[src/rtl/sram_1p_req_ctrl_if.sv]
// Request/response bundle between an upstream client and sram_1p_req_ctrl.
// Valid/ready: a request transfers on a rising clock edge where valid and ready are both high;
// r_resp_valid is a one-cycle strobe with no back-pressure.
interface sram_1p_req_ctrl_if #(
  parameter int ADDR_W = 10,
  parameter int DATA_W = 5
);
  logic              w_req_valid;
  logic              w_req_ready;
  logic [ADDR_W-1:0] w_req_addr;
  logic [DATA_W-1:0] w_req_data;
  logic              r_req_valid;
  logic              r_req_ready;
  logic [ADDR_W-1:0] r_req_addr;
  logic              r_resp_valid;
  logic [DATA_W-1:0] r_resp_data;

  modport master (
    output w_req_valid, w_req_addr, w_req_data, r_req_valid, r_req_addr,
    input  w_req_ready, r_req_ready, r_resp_valid, r_resp_data
  );

  modport slave (
    input  w_req_valid, w_req_addr, w_req_data, r_req_valid, r_req_addr,
    output w_req_ready, r_req_ready, r_resp_valid, r_resp_data
  );
endinterface

[src/rtl/sram_1p_req_ctrl.sv]
// Front-end for a single-port masked SRAM: zero-fills the array after reset, then
// arbitrates write/read requests onto RW0 (write wins) and returns read data one cycle later.
module sram_1p_req_ctrl #(
  parameter int DEPTH          = 1024,
  parameter int ADDR_W         = 10,
  parameter int DATA_W         = 5,
  parameter bit CLEAR_ON_RESET = 1'b1
) (
  input  logic              clock,
  input  logic              reset_n,
  sram_1p_req_ctrl_if.slave req,
  output logic              init_done,
  output logic              sram_en,
  output logic              sram_wmode,
  output logic              sram_wmask,
  output logic [ADDR_W-1:0] sram_addr,
  output logic [DATA_W-1:0] sram_wdata,
  input  logic [DATA_W-1:0] sram_rdata,
  output logic              dbg_state
);

  typedef enum logic {
    ST_INIT = 1'b0,
    ST_RUN  = 1'b1
  } state_t;

  // One extra bit so the counter never has to wrap to signal completion.
  localparam logic [ADDR_W:0] CLR_LAST = (ADDR_W+1)'(DEPTH-1);
  localparam logic [ADDR_W:0] CLR_ONE  = (ADDR_W+1)'(1);

  state_t            state_q, state_d;
  logic [ADDR_W:0]   clr_cnt_q, clr_cnt_d;
  logic              init_done_q;
  logic              resp_valid_q;
  logic [DATA_W-1:0] hold_q;
  logic              w_ready, r_ready;
  logic              w_fire, r_fire;
  logic              clr_last;

  assign clr_last = (state_q == ST_INIT) && (clr_cnt_q == CLR_LAST);

  always_ff @(posedge clock or negedge reset_n) begin
    if (!reset_n) begin
      if (CLEAR_ON_RESET) begin
        state_q     <= ST_INIT;
        init_done_q <= 1'b0;
      end else begin
        state_q     <= ST_RUN;
        init_done_q <= 1'b1;
      end
      clr_cnt_q    <= '0;
      resp_valid_q <= 1'b0;
      hold_q       <= '0;
    end else begin
      state_q      <= state_d;
      clr_cnt_q    <= clr_cnt_d;
      resp_valid_q <= r_fire;
      if (clr_last) begin
        init_done_q <= 1'b1;
      end
      if (resp_valid_q) begin
        hold_q <= sram_rdata;
      end
    end
  end

  // Readies and the RW0 strobes are gated by reset_n so nothing is offered while reset is held.
  always_comb begin
    state_d    = state_q;
    clr_cnt_d  = clr_cnt_q;
    w_ready    = 1'b0;
    r_ready    = 1'b0;
    w_fire     = 1'b0;
    r_fire     = 1'b0;
    sram_en    = 1'b0;
    sram_wmode = 1'b0;
    sram_wmask = 1'b0;
    sram_addr  = '0;
    sram_wdata = '0;
    if (reset_n) begin
      case (state_q)
        ST_INIT: begin
          sram_en    = 1'b1;
          sram_wmode = 1'b1;
          sram_wmask = 1'b1;
          sram_addr  = clr_cnt_q[ADDR_W-1:0];
          clr_cnt_d  = clr_cnt_q + CLR_ONE;
          if (clr_last) begin
            state_d = ST_RUN;
          end
        end
        ST_RUN: begin
          w_ready = 1'b1;
          r_ready = !req.w_req_valid;
          w_fire  = req.w_req_valid;
          r_fire  = req.r_req_valid && !req.w_req_valid;
          if (w_fire) begin
            sram_en    = 1'b1;
            sram_wmode = 1'b1;
            sram_wmask = 1'b1;
            sram_addr  = req.w_req_addr;
            sram_wdata = req.w_req_data;
          end else if (r_fire) begin
            sram_en   = 1'b1;
            sram_addr = req.r_req_addr;
          end
        end
        default: begin
          state_d = ST_INIT;
        end
      endcase
    end
  end

  assign req.w_req_ready  = w_ready;
  assign req.r_req_ready  = r_ready;
  assign req.r_resp_valid = resp_valid_q;
  // Macro output is only trusted in the response cycle; otherwise replay the captured word.
  assign req.r_resp_data  = resp_valid_q ? sram_rdata : hold_q;
  assign init_done        = init_done_q;
  assign dbg_state        = state_q;

endmodule

[src/flat_wrapper.sv]
// flat-port wrapper written by rule: the top's interface ports become plain ports
module sram_1p_req_ctrl_flat 
#(
  parameter int DEPTH          = 1024,
  parameter int ADDR_W         = 10,
  parameter int DATA_W         = 5,
  parameter bit CLEAR_ON_RESET = 1'b1
)
  (clock, reset_n, init_done, sram_en, sram_wmode, sram_wmask, sram_addr, sram_wdata, sram_rdata, dbg_state, req_w_req_valid, req_w_req_addr, req_w_req_data, req_r_req_valid, req_r_req_addr, req_w_req_ready, req_r_req_ready, req_r_resp_valid, req_r_resp_data);
  sram_1p_req_ctrl_if #(.ADDR_W(ADDR_W), .DATA_W(DATA_W)) req_i ();
  input  logic clock;
  input  logic reset_n;
  output logic init_done;
  output logic sram_en;
  output logic sram_wmode;
  output logic sram_wmask;
  output logic [ADDR_W-1:0] sram_addr;
  output logic [DATA_W-1:0] sram_wdata;
  input  logic [DATA_W-1:0] sram_rdata;
  output logic dbg_state;
  input wire logic [$bits(req_i.w_req_valid)-1:0] req_w_req_valid;
  input wire logic [$bits(req_i.w_req_addr)-1:0] req_w_req_addr;
  input wire logic [$bits(req_i.w_req_data)-1:0] req_w_req_data;
  input wire logic [$bits(req_i.r_req_valid)-1:0] req_r_req_valid;
  input wire logic [$bits(req_i.r_req_addr)-1:0] req_r_req_addr;
  output wire logic [$bits(req_i.w_req_ready)-1:0] req_w_req_ready;
  output wire logic [$bits(req_i.r_req_ready)-1:0] req_r_req_ready;
  output wire logic [$bits(req_i.r_resp_valid)-1:0] req_r_resp_valid;
  output wire logic [$bits(req_i.r_resp_data)-1:0] req_r_resp_data;
  assign req_i.w_req_valid = req_w_req_valid;
  assign req_i.w_req_addr = req_w_req_addr;
  assign req_i.w_req_data = req_w_req_data;
  assign req_i.r_req_valid = req_r_req_valid;
  assign req_i.r_req_addr = req_r_req_addr;
  assign req_w_req_ready = req_i.w_req_ready;
  assign req_r_req_ready = req_i.r_req_ready;
  assign req_r_resp_valid = req_i.r_resp_valid;
  assign req_r_resp_data = req_i.r_resp_data;
  sram_1p_req_ctrl #(.DEPTH(DEPTH), .ADDR_W(ADDR_W), .DATA_W(DATA_W), .CLEAR_ON_RESET(CLEAR_ON_RESET)) u_core (.clock(clock), .reset_n(reset_n), .req(req_i), .init_done(init_done), .sram_en(sram_en), .sram_wmode(sram_wmode), .sram_wmask(sram_wmask), .sram_addr(sram_addr), .sram_wdata(sram_wdata), .sram_rdata(sram_rdata), .dbg_state(dbg_state));
endmodule
[config.mk]
export PLATFORM = sky130hd
export DESIGN_NAME = sram_1p_req_ctrl_flat
export DESIGN_NICKNAME = d
export VERILOG_FILES = /design/src/rtl/sram_1p_req_ctrl_if.sv /design/src/rtl/sram_1p_req_ctrl.sv /design/src/flat_wrapper.sv
export SDC_FILE = /design/constraint.sdc
export NUM_CORES = 1
export LEC_CHECK = 0
export BUFFER_PORTS_ARGS = -buffer_cell sky130_fd_sc_hd__buf_2
export CORE_MARGIN = 2
export CORE_UTILIZATION = 35
export CTS_CLUSTER_SIZE = 16
export DETAILED_ROUTE_END_ITERATION = 8
export GPL_ROUTABILITY_DRIVEN = 1
export PLACE_DENSITY = 0.65
export SETUP_SLACK_MARGIN = 0.4
export SYNTH_ARGS = -nofsm -noshare
export SYNTH_HDL_FRONTEND = slang
export SYNTH_SLANG_ARGS = --single-unit
[constraint.sdc]
create_clock -name clock -period 3.52 [get_ports clock]
set_clock_uncertainty 0.05 [all_clocks]
set_input_delay 0.704 -clock clock [delete_from_list [all_inputs] [get_ports clock]]
set_output_delay 0.704 -clock clock [all_outputs]
set_load 0.005 [all_outputs]
==> metrics.log <==
[metrics] number of gates resized after cts: 0
[metrics] effective utilization at floorplan: 36.4%
[metrics] sort of element at the end of the critical path: primary output
[metrics] TNS Setup: 0 ns
[metrics] CP most frequent cell: sky130_fd_sc_hd__buf_2
[metrics] dpl hpwl: 2130 um
[metrics] Synth Register Bits: 19
[metrics] Synthesized Nets: 136
[metrics] Mapped Avg Cell Area: about 11 um^2
[metrics] pin count of the biggest net entering global routing: 18
[metrics] count of inserted antenna diode cells: 0
[metrics] cell with the biggest individual delay on the critical path: sky130_fd_sc_hd__a222oi_1
[metrics] final instance area: 0.00145 mm^2
[metrics] crit path time final: around 2.5 ns
[metrics] clock root buffer: sky130_fd_sc_hd__clkbuf_4
[metrics] Synth Warn #: 0
[metrics] worst-case hold slack: 0.175 ns
[metrics] class of the most critical hold timing path: in2async
[metrics] CTS buffer count: 3
[metrics] placeable core area: 0.00303 mm^2
[metrics] Slew Limit Fails: 0
[metrics] ports placed on the boundary: 62
[metrics] maximum root-to-sink buffer count: 2
[metrics] vias per cell: 4.94
[metrics] Final Total Pwr: 0.616 mW
[metrics] total via count in the routed design: 1013
[metrics] maximum resistive drop on vdd: 0.164 mV
[metrics] Worst Reg-to-Reg Cells: 3
[metrics] sum of overflow across all layers after global routing: 0
[metrics] first-pass GRT wire length: 4400 um
[metrics] final clock period utilization by the worst path: 72.1%
[metrics] pre-CTS setup slack: 0.993 ns
[metrics] Max Fclk: between 0.3 and 0.4 GHz
[metrics] x dimension of the die: around 60 um
[metrics] clock sink count: 19
[metrics] result of the run: completed
[metrics] height of the die: 60.1 um
[metrics] number of search-and-repair iterations in the first detailed-routing pass: 4
[metrics] most frequent standard cell in the layout excluding fill and tap cells: sky130_fd_sc_hd__buf_2
[metrics] power density cells: approximately 430 mW/mm^2
[metrics] required time of the critical path: 2.77 ns
[metrics] Final Util: ~48%
[metrics] Setup Fix Bufs, Post-CTS: 0
[metrics] hold bufs inserted after CTS: 0
[metrics] clock tree from TritonCTS: built
[metrics] overall fraction of global-route tracks in use: 16.8%
[metrics] ordered list of cells on the worst path: buf_2 > and3_1 > a222oi_1 > inv_1 > buf_2
[metrics] Placer Congestion: 0.742
[metrics] number of antenna violations at the first check in global routing: 0
[metrics] H-tree lvl count: 1
[metrics] number of cells produced by synthesis: 101
[metrics] delay of the slowest cell on the worst path: 0.37 ns
[metrics] leakage dissipation: approximately 0.86 nW
[metrics] kind of launch point of the worst setup path: primary input
[metrics] synth unique cells: 29
[metrics] Data arrival, critical path: ~1.8 ns
[metrics] post-layout instance count excluding filler cells: 205
[metrics] Worst Max-Slew Pin Slew: 0.464 ns
[metrics] setup repair after global routing missed its margin: false
[metrics] Final #Nets: 197
[metrics] least setup slack across all paths after layout: 0.983 ns
[metrics] critical path depth in cells: 5
[metrics] clock transition at the registers of the reported paths: 0.10 ns
[metrics] Max-cap violations: 0
[metrics] share of synthesized area occupied by flip-flops and latches: between 40% and 50%
[metrics] Clock Latency Late Sink: 0.30 ns
[metrics] family with the most delay on the worst path: compound AO/OA/AOI/OAI gates
[metrics] number of placed cells counting well taps: ~200
[metrics] commonest cells after routing, fill and taps aside: sky130_fd_sc_hd__buf_2 (61), sky130_fd_sc_hd__dfrtp_1 (19), sky130_fd_sc_hd__inv_1 (10), sky130_fd_sc_hd__a222oi_1 (8), sky130_fd_sc_hd__nand2_1 (8)
[metrics] WS Path Type: in2out
[metrics] standard-cell rows: 20
[metrics] die area: 0.00361 mm^2
[metrics] post-synthesis instance area: 0.00110 mm^2
[metrics] Setup-failing EPs final: 0
[metrics] Routed WL: 2630 um
[metrics] Max-Slew Margin vs Limit: 69.1%
[metrics] number of I/O port buffers: 61
[metrics] instance area at placement: 0.00142 mm^2
[metrics] DRT iter0 DRCs: 28
[metrics] fraction of final layout cells with drive strength greater than 1: 52.2%
[metrics] via count of the first global-routing pass: 922
[metrics] DRC viols: 0
[metrics] Avg WL per Cell: between 10 and 15 um
[metrics] count of nets left with antenna violations after detail routing: 0
[metrics] CP max FO: 15
[metrics] crit path buf inv count: 3
[metrics] final-report hold violation count: 0
[metrics] area added between synthesis and finish: 31.4%
sequential cells by signal, summed over array words and instances, names as in the netlist:
register,count
u_core.dbg_state,1
u_core.init_done,1
u_core.clr_cnt_q,11
u_core.hold_q,5
u_core.req.r_resp_valid,1
Yosys cell counts:
cell type,instances,area [um^2]
sky130_fd_sc_hd__dfrtp_1,19,475
sky130_fd_sc_hd__inv_1,10,37.5
sky130_fd_sc_hd__a222oi_1,8,80.1
sky130_fd_sc_hd__nand2_1,8,30.0
sky130_fd_sc_hd__and2_2,6,45.0
sky130_fd_sc_hd__mux2_2,6,67.6
sky130_fd_sc_hd__xnor2_1,5,43.8
sky130_fd_sc_hd__xor2_1,5,43.8
sky130_fd_sc_hd__and3_1,3,18.8
sky130_fd_sc_hd__buf_6,3,33.8
sky130_fd_sc_hd__nand3_1,3,15.0
sky130_fd_sc_hd__nand4_1,3,18.8
sky130_fd_sc_hd__nor4_2,3,37.5
sky130_fd_sc_hd__a22oi_1,2,15.0
sky130_fd_sc_hd__nor2_1,2,7.51
sky130_fd_sc_hd__nor2b_1,2,12.5
sky130_fd_sc_hd__a41o_1,1,10.0
sky130_fd_sc_hd__a41o_2,1,11.3
sky130_fd_sc_hd__and2_1,1,6.26
sky130_fd_sc_hd__and4b_1,1,10.0
sky130_fd_sc_hd__buf_2,1,5.00
sky130_fd_sc_hd__buf_4,1,7.51
sky130_fd_sc_hd__clkbuf_1,1,3.75
sky130_fd_sc_hd__ha_1,1,12.5
sky130_fd_sc_hd__nand2b_1,1,6.26
sky130_fd_sc_hd__nand3b_4,1,20.0
sky130_fd_sc_hd__nor2b_4,1,13.8
sky130_fd_sc_hd__nor3_1,1,5.00
sky130_fd_sc_hd__o21a_1,1,7.51
cells by family after synthesis:
kind of cell / share of synthesized area [%]
buffers and inverters: 7.95
AND/OR/NAND/NOR: 22.4
adder cells (fa/ha/maj): 1.14
AO/OA/AOI/OAI: 11.3
XOR/XNOR: 7.95
multiplexers: 6.14
flip-flops: 43.2
worst reg2reg max path, stage by stage (launching register included):
cell                       delay (ns)
sky130_fd_sc_hd__dfrtp_1         0.51
sky130_fd_sc_hd__nand3b_4        0.25
sky130_fd_sc_hd__nor4_2          0.35
sky130_fd_sc_hd__xor2_1          0.18
layer usage:
metal	GRT usage [%]	wire length, um	up-vias
met1	21.1	1120	458
li1	-	-	480
met2	26.2	1190	70
met4	7.62	46	0
met5	0	0	-
met3	5.19	280	5
final cells by class:
type | instances | area, um^2
Fill cell | 287 | 1580
Multi-Input combinational cell | 66 | 538
Sequential cell | 19 | 475
Timing Repair Buffer | 62 | 313
Tap cell | 44 | 55.1
Inverter | 10 | 37.5
Clock buffer | 3 | 22.5
Clock inverter | 1 | 5.00
final timing paths:
check / from / to / slack (ns)
max: reset_n / sram_addr[0] / 0.98
min: reset_n / u_core.clr_cnt_q[3] / 0.18
max reg2reg: u_core.dbg_state / u_core.clr_cnt_q[9] / 2.11
min reg2reg: u_core.clr_cnt_q[10] / u_core.clr_cnt_q[10] / 0.43
max in group asynchronous: reset_n / u_core.hold_q[1] / 2.79
min in group clock: u_core.clr_cnt_q[10] / u_core.clr_cnt_q[10] / 0.43
power by group:
part           switching (mW)  total (mW)  internal [mW]
Sequential             0.0693       0.328          0.258
Clock                  0.0665       0.109         0.0424
Combinational          0.0817       0.180         0.0982
Power figures use the tool's default switching activity.
